### src/rtl/sys_top.sv
// rtl/sys_top.sv - UART command system: serial RX, command FSM, register file, ALU, serial TX
// Frames are start, LSB-first data, even parity, stop; all logic on REF_CLK rising edge.
module sys_top #(
  parameter int DATA_WIDTH = 8,
  parameter int BIT_CYCLES = 16,
  parameter int RF_DEPTH   = 16
) (
  input  logic REF_CLK,
  input  logic RST,
  input  logic RX_IN,
  output logic TX_OUT,
  output logic PAR_ERR,
  output logic STP_ERR
);
  localparam int CW = $clog2(BIT_CYCLES);
  localparam int FW = DATA_WIDTH + 3;
  localparam int BW = $clog2(FW);
  localparam int AW = $clog2(RF_DEPTH);
  localparam int RW = 2 * DATA_WIDTH;
  localparam logic [CW-1:0] HALF     = CW'(BIT_CYCLES / 2 - 1);
  localparam logic [CW-1:0] LAST     = CW'(BIT_CYCLES - 1);
  localparam logic [BW-1:0] STOP_BIT = BW'(FW - 1);
  localparam logic [BW-1:0] PAR_BIT  = BW'(FW - 2);
  localparam logic [DATA_WIDTH-1:0] CMD_WR  = DATA_WIDTH'(8'hAA);
  localparam logic [DATA_WIDTH-1:0] CMD_RD  = DATA_WIDTH'(8'hBB);
  localparam logic [DATA_WIDTH-1:0] CMD_ALU = DATA_WIDTH'(8'hCC);
  localparam logic [DATA_WIDTH-1:0] CMD_FN  = DATA_WIDTH'(8'hDD);

  typedef enum logic {RX_IDLE, RX_BUSY} rx_state_t;
  typedef enum logic {TX_IDLE, TX_BUSY} tx_state_t;
  typedef enum logic [2:0] {
    C_IDLE, C_WR_ADDR, C_WR_DATA, C_RD_ADDR, C_OP_A, C_OP_B, C_FUNC, C_RESP
  } cmd_state_t;

  rx_state_t r_rx_state, w_rx_next;
  logic r_rx_s1, r_rx_s2, r_rx_s3;
  logic [CW-1:0] r_rx_cnt;
  logic [BW-1:0] r_rx_bit;
  logic [DATA_WIDTH-1:0] r_rx_shift, r_rx_byte;
  logic r_rx_par, r_rx_valid, r_par_err, r_stp_err;
  logic w_rx_fall, w_rx_sample, w_rx_par_bad, w_rx_err;

  assign w_rx_fall    = !r_rx_s2 && r_rx_s3;
  assign w_rx_sample  = (r_rx_state == RX_BUSY) && (r_rx_cnt == HALF);
  assign w_rx_par_bad = (^r_rx_shift) != r_rx_par;
  assign w_rx_err     = r_par_err || r_stp_err;
  assign PAR_ERR      = r_par_err;
  assign STP_ERR      = r_stp_err;

  always_ff @(posedge REF_CLK) begin
    if (RST) r_rx_state <= RX_IDLE;
    else     r_rx_state <= w_rx_next;
  end

  always_comb begin
    w_rx_next = r_rx_state;
    case (r_rx_state)
      RX_IDLE: if (w_rx_fall) w_rx_next = RX_BUSY;
      default: if (w_rx_sample && ((r_rx_bit == '0 && r_rx_s2) || r_rx_bit == STOP_BIT))
                 w_rx_next = RX_IDLE;
    endcase
  end

  always_ff @(posedge REF_CLK) begin
    if (RST) begin
      r_rx_s1 <= 1'b1; r_rx_s2 <= 1'b1; r_rx_s3 <= 1'b1;
      r_rx_cnt <= '0; r_rx_bit <= '0; r_rx_shift <= '0; r_rx_byte <= '0;
      r_rx_par <= 1'b0; r_rx_valid <= 1'b0; r_par_err <= 1'b0; r_stp_err <= 1'b0;
    end else begin
      r_rx_s1 <= RX_IN; r_rx_s2 <= r_rx_s1; r_rx_s3 <= r_rx_s2;
      r_rx_valid <= 1'b0; r_par_err <= 1'b0; r_stp_err <= 1'b0;
      if (r_rx_state == RX_IDLE) begin
        r_rx_cnt <= '0;
        r_rx_bit <= '0;
      end else begin
        r_rx_cnt <= (r_rx_cnt == LAST) ? '0 : r_rx_cnt + 1'b1;
        if (r_rx_cnt == LAST) r_rx_bit <= r_rx_bit + 1'b1;
        if (w_rx_sample) begin
          if (r_rx_bit == STOP_BIT) begin
            r_par_err  <= w_rx_par_bad;
            r_stp_err  <= !r_rx_s2;
            r_rx_valid <= !w_rx_par_bad && r_rx_s2;
            r_rx_byte  <= r_rx_shift;
          end else if (r_rx_bit == PAR_BIT) begin
            r_rx_par <= r_rx_s2;
          end else if (r_rx_bit != '0) begin
            r_rx_shift <= {r_rx_s2, r_rx_shift[DATA_WIDTH-1:1]};
          end
        end
      end
    end
  end

  cmd_state_t r_cmd_state, w_cmd_next;
  logic [DATA_WIDTH-1:0] r_rf [RF_DEPTH];
  logic [AW-1:0] r_addr;
  logic r_tx_req, r_tx_two;
  logic [DATA_WIDTH-1:0] r_tx_b0, r_tx_b1, w_a, w_b;
  logic [RW-1:0] w_alu;
  logic w_tx_done;
  tx_state_t r_tx_state, w_tx_next;

  assign w_a = r_rf[0];
  assign w_b = r_rf[1];
  assign w_tx_done = (r_tx_state == TX_IDLE) && !r_tx_req;

  always_ff @(posedge REF_CLK) begin
    if (RST) r_cmd_state <= C_IDLE;
    else     r_cmd_state <= w_cmd_next;
  end

  // A bad frame aborts any partial command, but never an in-flight response.
  always_comb begin
    w_cmd_next = r_cmd_state;
    case (r_cmd_state)
      C_RESP: if (w_tx_done) w_cmd_next = C_IDLE;
      default: begin
        if (w_rx_err) begin
          w_cmd_next = C_IDLE;
        end else if (r_rx_valid) begin
          case (r_cmd_state)
            C_IDLE: begin
              if (r_rx_byte == CMD_WR)       w_cmd_next = C_WR_ADDR;
              else if (r_rx_byte == CMD_RD)  w_cmd_next = C_RD_ADDR;
              else if (r_rx_byte == CMD_ALU) w_cmd_next = C_OP_A;
              else if (r_rx_byte == CMD_FN)  w_cmd_next = C_FUNC;
            end
            C_WR_ADDR: w_cmd_next = C_WR_DATA;
            C_WR_DATA: w_cmd_next = C_IDLE;
            C_OP_A:    w_cmd_next = C_OP_B;
            C_OP_B:    w_cmd_next = C_FUNC;
            default:   w_cmd_next = C_RESP;
          endcase
        end
      end
    endcase
  end

  always_comb begin
    w_alu = '0;
    case (r_rx_byte[3:0])
      4'h0: w_alu = RW'(w_a) + RW'(w_b);
      4'h1: w_alu = RW'(w_a) - RW'(w_b);
      4'h2: w_alu = RW'(w_a) * RW'(w_b);
      4'h3: w_alu = (w_b == '0) ? '0 : {{DATA_WIDTH{1'b0}}, w_a / w_b};
      4'h4: w_alu = {{DATA_WIDTH{1'b0}}, w_a & w_b};
      4'h5: w_alu = {{DATA_WIDTH{1'b0}}, w_a | w_b};
      4'h6: w_alu = {{DATA_WIDTH{1'b0}}, ~(w_a & w_b)};
      4'h7: w_alu = {{DATA_WIDTH{1'b0}}, ~(w_a | w_b)};
      4'h8: w_alu = {{DATA_WIDTH{1'b0}}, w_a ^ w_b};
      4'h9: w_alu = {{DATA_WIDTH{1'b0}}, ~(w_a ^ w_b)};
      4'hA: w_alu = {{(RW-1){1'b0}}, w_a == w_b};
      4'hB: w_alu = {{(RW-1){1'b0}}, w_a > w_b};
      4'hC: w_alu = {{(RW-1){1'b0}}, w_a < w_b};
      4'hD: w_alu = {{DATA_WIDTH{1'b0}}, w_a >> 1};
      4'hE: w_alu = {{(DATA_WIDTH-1){1'b0}}, w_a, 1'b0};
      default: w_alu = '0;
    endcase
  end

  always_ff @(posedge REF_CLK) begin
    if (RST) begin
      for (int i = 0; i < RF_DEPTH; i++) r_rf[i] <= '0;
      r_addr <= '0; r_tx_req <= 1'b0; r_tx_two <= 1'b0; r_tx_b0 <= '0; r_tx_b1 <= '0;
    end else begin
      if (r_tx_state == TX_IDLE) r_tx_req <= 1'b0;
      if (r_rx_valid) begin
        case (r_cmd_state)
          C_WR_ADDR: r_addr <= r_rx_byte[AW-1:0];
          C_WR_DATA: r_rf[r_addr] <= r_rx_byte;
          C_OP_A:    r_rf[0] <= r_rx_byte;
          C_OP_B:    r_rf[1] <= r_rx_byte;
          C_RD_ADDR: begin
            r_tx_b0  <= r_rf[r_rx_byte[AW-1:0]];
            r_tx_two <= 1'b0;
            r_tx_req <= 1'b1;
          end
          C_FUNC: begin
            r_tx_b0  <= w_alu[DATA_WIDTH-1:0];
            r_tx_b1  <= w_alu[RW-1:DATA_WIDTH];
            r_tx_two <= 1'b1;
            r_tx_req <= 1'b1;
          end
          default: ;
        endcase
      end
    end
  end

  logic [FW-1:0] r_tx_frame;
  logic [CW-1:0] r_tx_cnt;
  logic [BW-1:0] r_tx_bit;
  logic r_tx_more, r_tx_out;

  assign TX_OUT = r_tx_out;

  always_ff @(posedge REF_CLK) begin
    if (RST) r_tx_state <= TX_IDLE;
    else     r_tx_state <= w_tx_next;
  end

  always_comb begin
    w_tx_next = r_tx_state;
    case (r_tx_state)
      TX_IDLE: if (r_tx_req) w_tx_next = TX_BUSY;
      default: if (r_tx_cnt == LAST && r_tx_bit == STOP_BIT && !r_tx_more) w_tx_next = TX_IDLE;
    endcase
  end

  // r_tx_frame holds the bits still to send after the current one, padded with idle 1s.
  always_ff @(posedge REF_CLK) begin
    if (RST) begin
      r_tx_frame <= '1; r_tx_cnt <= '0; r_tx_bit <= '0; r_tx_more <= 1'b0; r_tx_out <= 1'b1;
    end else if (r_tx_state == TX_IDLE) begin
      r_tx_cnt <= '0;
      r_tx_bit <= '0;
      if (r_tx_req) begin
        r_tx_out   <= 1'b0;
        r_tx_frame <= {2'b11, ^r_tx_b0, r_tx_b0};
        r_tx_more  <= r_tx_two;
      end
    end else if (r_tx_cnt != LAST) begin
      r_tx_cnt <= r_tx_cnt + 1'b1;
    end else begin
      r_tx_cnt <= '0;
      if (r_tx_bit != STOP_BIT) begin
        r_tx_bit   <= r_tx_bit + 1'b1;
        r_tx_out   <= r_tx_frame[0];
        r_tx_frame <= {1'b1, r_tx_frame[FW-1:1]};
      end else if (r_tx_more) begin
        r_tx_bit   <= '0;
        r_tx_out   <= 1'b0;
        r_tx_frame <= {2'b11, ^r_tx_b1, r_tx_b1};
        r_tx_more  <= 1'b0;
      end
    end
  end
endmodule

### config.mk
export PLATFORM = sky130hd
export DESIGN_NAME = sys_top
export DESIGN_NICKNAME = d
export VERILOG_FILES = /design/src/rtl/sys_top.sv
export SDC_FILE = /design/constraint.sdc
export NUM_CORES = 1
export LEC_CHECK = 0
export BUFFER_PORTS_ARGS = -buffer_cell sky130_fd_sc_hd__buf_4
export CORE_MARGIN = 4
export CORE_UTILIZATION = 42
export DETAILED_ROUTE_END_ITERATION = 6
export GPL_TIMING_DRIVEN = 0
export PLACE_DENSITY = 0.57
export RECOVER_POWER = 50
export SKIP_LAST_GASP = 1
export SYNTH_ARGS = -nofsm -noshare
export SYNTH_HDL_FRONTEND = slang
export SYNTH_SLANG_ARGS = --single-unit
### constraint.sdc
create_clock -name REF_CLK -period 10.5 [get_ports REF_CLK]
set_clock_uncertainty 0.15 [all_clocks]
set_input_delay 0.525 -clock REF_CLK [delete_from_list [all_inputs] [get_ports REF_CLK]]
set_output_delay 0.525 -clock REF_CLK [all_outputs]
set_load 0.05 [all_outputs]
Word-level counts from Yosys, hierarchy flattened
Memory sizes are Yosys's and may differ from the RTL's. A register that Yosys moved wholly into a read port is not among the register bits.
Cells that the tools add are included.
{"block": "totals", "ff_bits": 79, "ramBits": 128, "output_inout_bits": 3, "n_memories": 1}
{"block": "classes", "n_addsub": 6, "n_mul": 1, "div": 1, "order_cmp": 2, "eq_ne": 40, "mux": 59, "bitwise": 14, "n_reduce_logical": 43}
{"memory": "r_rf", "words": 16, "width": 8, "rd": 3, "rd_clocked_by_memory_dff": 1, "wr": 16, "line": "95", "source": "logic [DATA_WIDTH-1:0] r_rf [RF_DEPTH];"}
{"operator": "one-hot mux 16 bit (15 select lines)", "count": 1}
{"operator": "2-to-1 mux 11 bit", "count": 5}
{"operator": "equality test 4 bit, second input constant", "count": 12}
{"operator": "2-to-1 mux 1 bit", "count": 33}
{"operator": "equality test 8 bit, second input constant", "count": 4}
{"operator": "2-to-1 mux 8 bit", "count": 4}
{"operator": "2-to-1 mux 3 bit", "count": 8}
{"operator": "NOT 8 bit", "count": 3}
{"operator": "parity 8 bit", "count": 3}
{"operator": "equality test 4 x 3 -> 1 bit, second input constant", "count": 5}
{"operator": "2-to-1 mux 4 bit", "count": 5}
{"operator": "adder 4 x 1 -> 4 bit, second input constant", "count": 4}
{"operator": "multiplier 8 x 8 -> 16 bit", "count": 1}
{"operator": "one-hot mux 8 bit (2 select lines)", "count": 1}
{"operator": "one-hot mux 3 bit (5 select lines)", "count": 1}
{"operator": "equality test 3 bit, second input constant", "count": 4}
{"operator": "AND reduction 3 bit", "count": 4}
{"operator": "adder 8 x 8 -> 9 bit", "count": 1}
{"operator": "subtractor 8 x 8 -> 9 bit", "count": 1}
{"operator": "bitwise AND 8 bit", "count": 1}
{"operator": "divider 8 x 8 -> 8 bit", "count": 1}
{"operator": "equality test 4 x 2 -> 1 bit, second input constant", "count": 2}
{"operator": "equality test 8 bit", "count": 1}
{"operator": "> comparator 8 bit", "count": 1}
{"operator": "30 further kinds", "count": 60}

Logic depth before layout (Yosys ltp)
{"block": "logic_depth", "ltp_word": 9, "mapped_depth": 48}

Worst setup path before layout
OpenSTA, ideal clock, no wires.
{"block": "synth_timing", "path_kind": "register -> register", "startpoint": "memory r_rf[1][0]", "endpoint": "register r_tx_b0[0]", "arrival_ns": 9.656, "slack_ns": 0.572, "stages_incl_launch_ff": 44, "n_path_buf": 1, "synth_period_minus_slack_ns": 9.928, "cell_sequence": "edfxtp_1 -> inv_1 -> ha_1 -> a41oi_1 -> a21oi_1 -> ha_1 -> o21a_1 -> a2111oi_0 -> a211o_1 -> ha_1 -> a21oi_1 -> nand2_1 -> and2_1 -> mux2_2 -> ha_1 -> nor2_1 -> a211oi_1 -> o21a_1 -> (+8 left out) -> or4_1 -> a31oi_2 -> o21ai_1 -> buf_6 -> o21a_1 -> ha_1 -> or3_1 -> o21ai_0 -> a21oi_1 -> a41oi_2 -> mux2_2 -> ha_1 -> a21o_1 -> a21oi_1 -> o21ai_0 -> a21o_1 -> a211oi_1 -> a21oi_1"}
{"element": "start, declared", "line": "95"}
{"element": "end signal, assigned", "line": "174", "source": "r_tx_b0 <= r_rf[r_rx_byte[AW-1:0]];"}
{"element": "end signal, assigned", "line": "179", "source": "r_tx_b0 <= w_alu[DATA_WIDTH-1:0];"}
{"element": "end, declared", "line": "98", "source": "logic [DATA_WIDTH-1:0] r_tx_b0, r_tx_b1, w_a, w_b;"}

==> summary.txt <==
Run status
  – Outcome: finished clean

Detailed routing
  – Drt drc: 0
  – Final ANT Viol Nets: 0
  – Routed via count: 11600
  – Final WL: 45.4 mm
  – DR pass1 iterations: 6
  – Routed length per instance: between 20 and 25 um
  – DR vias/cell: 5.82
  – Initial drt markers: 1072

Clock network
  – Clock Latency Late Sink: roughly 0.53 ns
  – Root Driver: clkbuf_16
  – CTS tree: yes
  – # clock sinks: 209
  – Num CTS Buffers: 23
  – Hold Buf Count CTS: 0
  – H-Tree Depth: 1
  – Maximum clock insertion buffer count: 3
  – Worst-path clk slew: 0.06 ns

Global route
  – Global-route track usage on met2: 0.397
  – First-pass GRT wire length: approximately 70 mm
  – Total congestion overflow: 0
  – Vias in the first global route: around 12000
  – Met3 GRT Util: 0.0258
  – Initial antenna violation count: 0
  – GRT busiest layer: met2
  – Largest net degree at the start of global routing: 18
  – Gr usage total: 0.232
  – Met1 Usage GRT: 0.313

Placed design
  – Inst Count DP: about 1900
  – GPL Wtd Cong: between 0.9 and 1
  – Half-perimeter wire length after placement: 33.0 mm
  – Port Buf Inserts: 4

Power and ir drop
  – Total power: roughly 0.0022 W
  – Cell Pwr Density: 135 mW/mm2
  – Peak supply drop: roughly 0.12 mV
  – Leakage power: 6.08 nW

Synthesis
  – Post-synth top flop: edfxtp_1
  – Post-synth ARST share: 0
  – Yosys cell types: 90
  – Register area share after synthesis: 0.373
  – Synthesized netlist cell count: 1472
  – Syn Nets: 1618
  – Yosys warns: 0
  – Post-synth EDFFs: 128
  – #FFs+latches synth: around 210
  – Syn_area_per_cell: 9.96 um2
  – Synthesized cell area: 0.0147 mm2

Die
  – Die area: 0.0380 mm2
  – CORE AREA: 0.0345 mm2
  – Die height: approximately 190 um
  – Die width: 195 um
  – Starting Density: 0.425
  – Row count: 68
  – IO Count: 6

Timing
  – Tightest Pin Transition: roughly 1.4 ns
  – Post-layout min period: 10.22 ns
  – Final hold vios: 0
  – Highest Clock Rate: slightly below 100 MHz
  – Final worst-path cycle share: 0.973
  – Final Max Tran Viols: 0
  – Max transition margin: 0.0777
  – Setup violators final: 0

Flow run
  – Max-cap violations: 0

Setup path
  – Critical path class: register to register
  – CP peak stage delay: between 0.5 and 0.6 ns
  – Critical Path AT: 10.47 ns
  – FF-to-FF setup slack: between 0.2 and 0.3 ns
  – Worst setup EP type: register
  – Crit path launch type: register
  – Req. time, crit path: 10.76 ns
  – CP Max Fanout: 10
  – CP max-delay cell: edfxtp_1
  – Most frequent CP cell: ha_1

Finish
  – Cell Count, Final, Fillers Out: 1998
  – Final #Nets: 1673
  – Share of cells above drive strength 1: 0.114
  – Layout area overhead: 11.2%

Hold path
  – Hold Path Class: input pin to register
[stage by stage]
step / util / hold slack (ns) / TNS (ns) / worst slack (ns) / instance area (um2)
2_1_floorplan: - / 0.239 / 0 / 0.572 / 14700
3_3_place_gp: 0.443 / 0.247 / -2.78 / -2.04 / 15300
3_5_place_dp: 0.443 / 0.244 / -2.73 / -2.02 / 15300
4_1_cts: 0.469 / 0.0379 / 0 / 0.0198 / 16200
5_1_grt: 0.473 / 0.0403 / -0.0480 / -0.0480 / 16300
6_report: 0.473 / 0.0475 / 0 / 0.285 / 16300
[worst max-delay path, delay by kind of cell, from the launching register on]
family                   cells  cell delay, ns
flip-flops                   1            0.51
adder cells (fa/ha/maj)      7            1.96
AND/OR/NAND/NOR              9            1.87
buffers and inverters        5            0.66
AO/OA/AOI/OAI               25            4.28
multiplexers                 2            0.69
[per-layer routing]
layer	vias to the layer above	share of wire	wire [um]
met5	-	0	0
met2	399	0.48	21800
met3	84	0.056	2550
li1	5439	-	-
met1	5713	0.43	19600
met4	0	0.031	1420
[cell type report]
class | instances | area [um2]
fillers | 3289 | 18200
multi-input cells | 1080 | 8620
flip-flops and latches | 209 | 5470
clock buffers | 27 | 591
well taps | 455 | 569
plain buffers | 92 | 390
inverters | 91 | 353
repair buffers | 30 | 211
clock inverters | 13 | 103
diodes | 1 | 2.50
[path summary, 6_finish.rpt]
kind / start / to / depth (start not counted)
setup / recovery: r_rf[1][3]$_DFFE_PP_ / r_tx_b0[0]$_SDFFE_PP0P_ / 48
hold / removal: RX_IN / r_rx_s1$_SDFF_PP1_ / 2
setup reg to reg: r_rf[1][3]$_DFFE_PP_ / r_tx_b0[0]$_SDFFE_PP0P_ / 48
hold reg to reg: r_rx_s1$_SDFF_PP1_ / r_rx_s2$_SDFF_PP1_ / 1
[cell usage in the layout (no fill, tap or decap), types with 6 or more instances in the layout]
cell type	count
edfxtp_1	128
nor2b_1	22
nand3_1	19
o211ai_1	9
fa_1	38
buf_2	13
inv_1	86
buf_1	7
and3_1	7
clkbuf_1	75
clkinv_1	6
or3_1	7
nand2_1	99
mux2i_1	24
mux4_2	38
a311oi_1	14
clkbuf_16	23
nor4_1	15
a211o_1	11
a21oi_1	48
nand2b_1	14
a22oi_1	8
a211oi_1	10
nand4_1	8
nor3_1	60
o21ai_0	50
xor2_1	20
a31oi_1	11
mux2_2	7
a21o_1	12
nor2_1	153
ha_1	102
dfxtp_1	81
and2_1	35
or2_2	9
xnor2_1	47
o22ai_1	8
o21a_1	13
and2_0	38
buf_4	26
[cells by family (layout without fill, tap and decap cells)]
family	after synthesis	after routing	share of synthesized area
AOI/OAI and AO/OA	279	279	0.133
muxes	74	74	0.0854
xor gates and xnor gates	67	67	0.0400
adders and majority gates	143	143	0.142
and+or+nand+nor	517	517	0.177
DFF	209	209	0.373
other	0	1	0
buffers and inverters	183	253	0.0502
[state kept, by name, summed over array words and instances, names as in the netlist, 8 cells and up, named ones only]
register / flops
r_rf: 128
r_tx_frame: 9
r_rx_byte: 8
r_tx_b1: 8
r_rx_shift: 8
r_tx_b0: 8
[power by group]
part / internal, W / leakage, nW / switching (W) / total (W)
sequential: 0.000895 / 1.87 / 0.0000147 / 0.000909
clock: 0.000428 / 0.334 / 0.000327 / 0.000754
combinational: 0.000226 / 3.88 / 0.000309 / 0.000534
total: 0.00155 / 6.08 / 0.000650 / 0.00220
[what timing repair did]
item / CTS / global route
resized for setup: 20 / 20
setup buffers: 17 / 7
pin swaps: 7 / 10
endpoints found under the setup margin: 2 / 1
[cell usage after synthesis, types with 7 or more instances]
master,n,area [um2]
nand2_1,99,372
buf_2,18,90.1
nor2_1,154,578
or3_1,7,43.8
o21a_1,14,105
clkbuf_1,59,221
mux2_2,8,90.1
a311oi_1,14,123
nor2b_1,22,138
xnor2_1,47,412
a21o_1,12,90.1
mux4_2,38,856
o22ai_1,8,50.1
nand3_1,19,95.1
o21ai_0,54,270
a211o_1,11,96.3
ha_1,105,1310
edfxtp_1,128,3840
a31oi_1,11,68.8
nand4_1,8,50.1
buf_1,11,41.3
fa_1,38,761
a22oi_1,8,60.1
inv_1,87,327
dfxtp_1,81,1620
xor2_1,20,175
nand2b_1,14,87.6
and3_1,7,43.8
and2_1,74,463
a21oi_1,52,260
nor4_1,15,93.8
o211ai_1,9,67.6
mux2i_1,25,250
a211oi_1,12,90.1
or2_2,9,56.3
nor3_1,61,305
(Power assumes the default switching activity.)
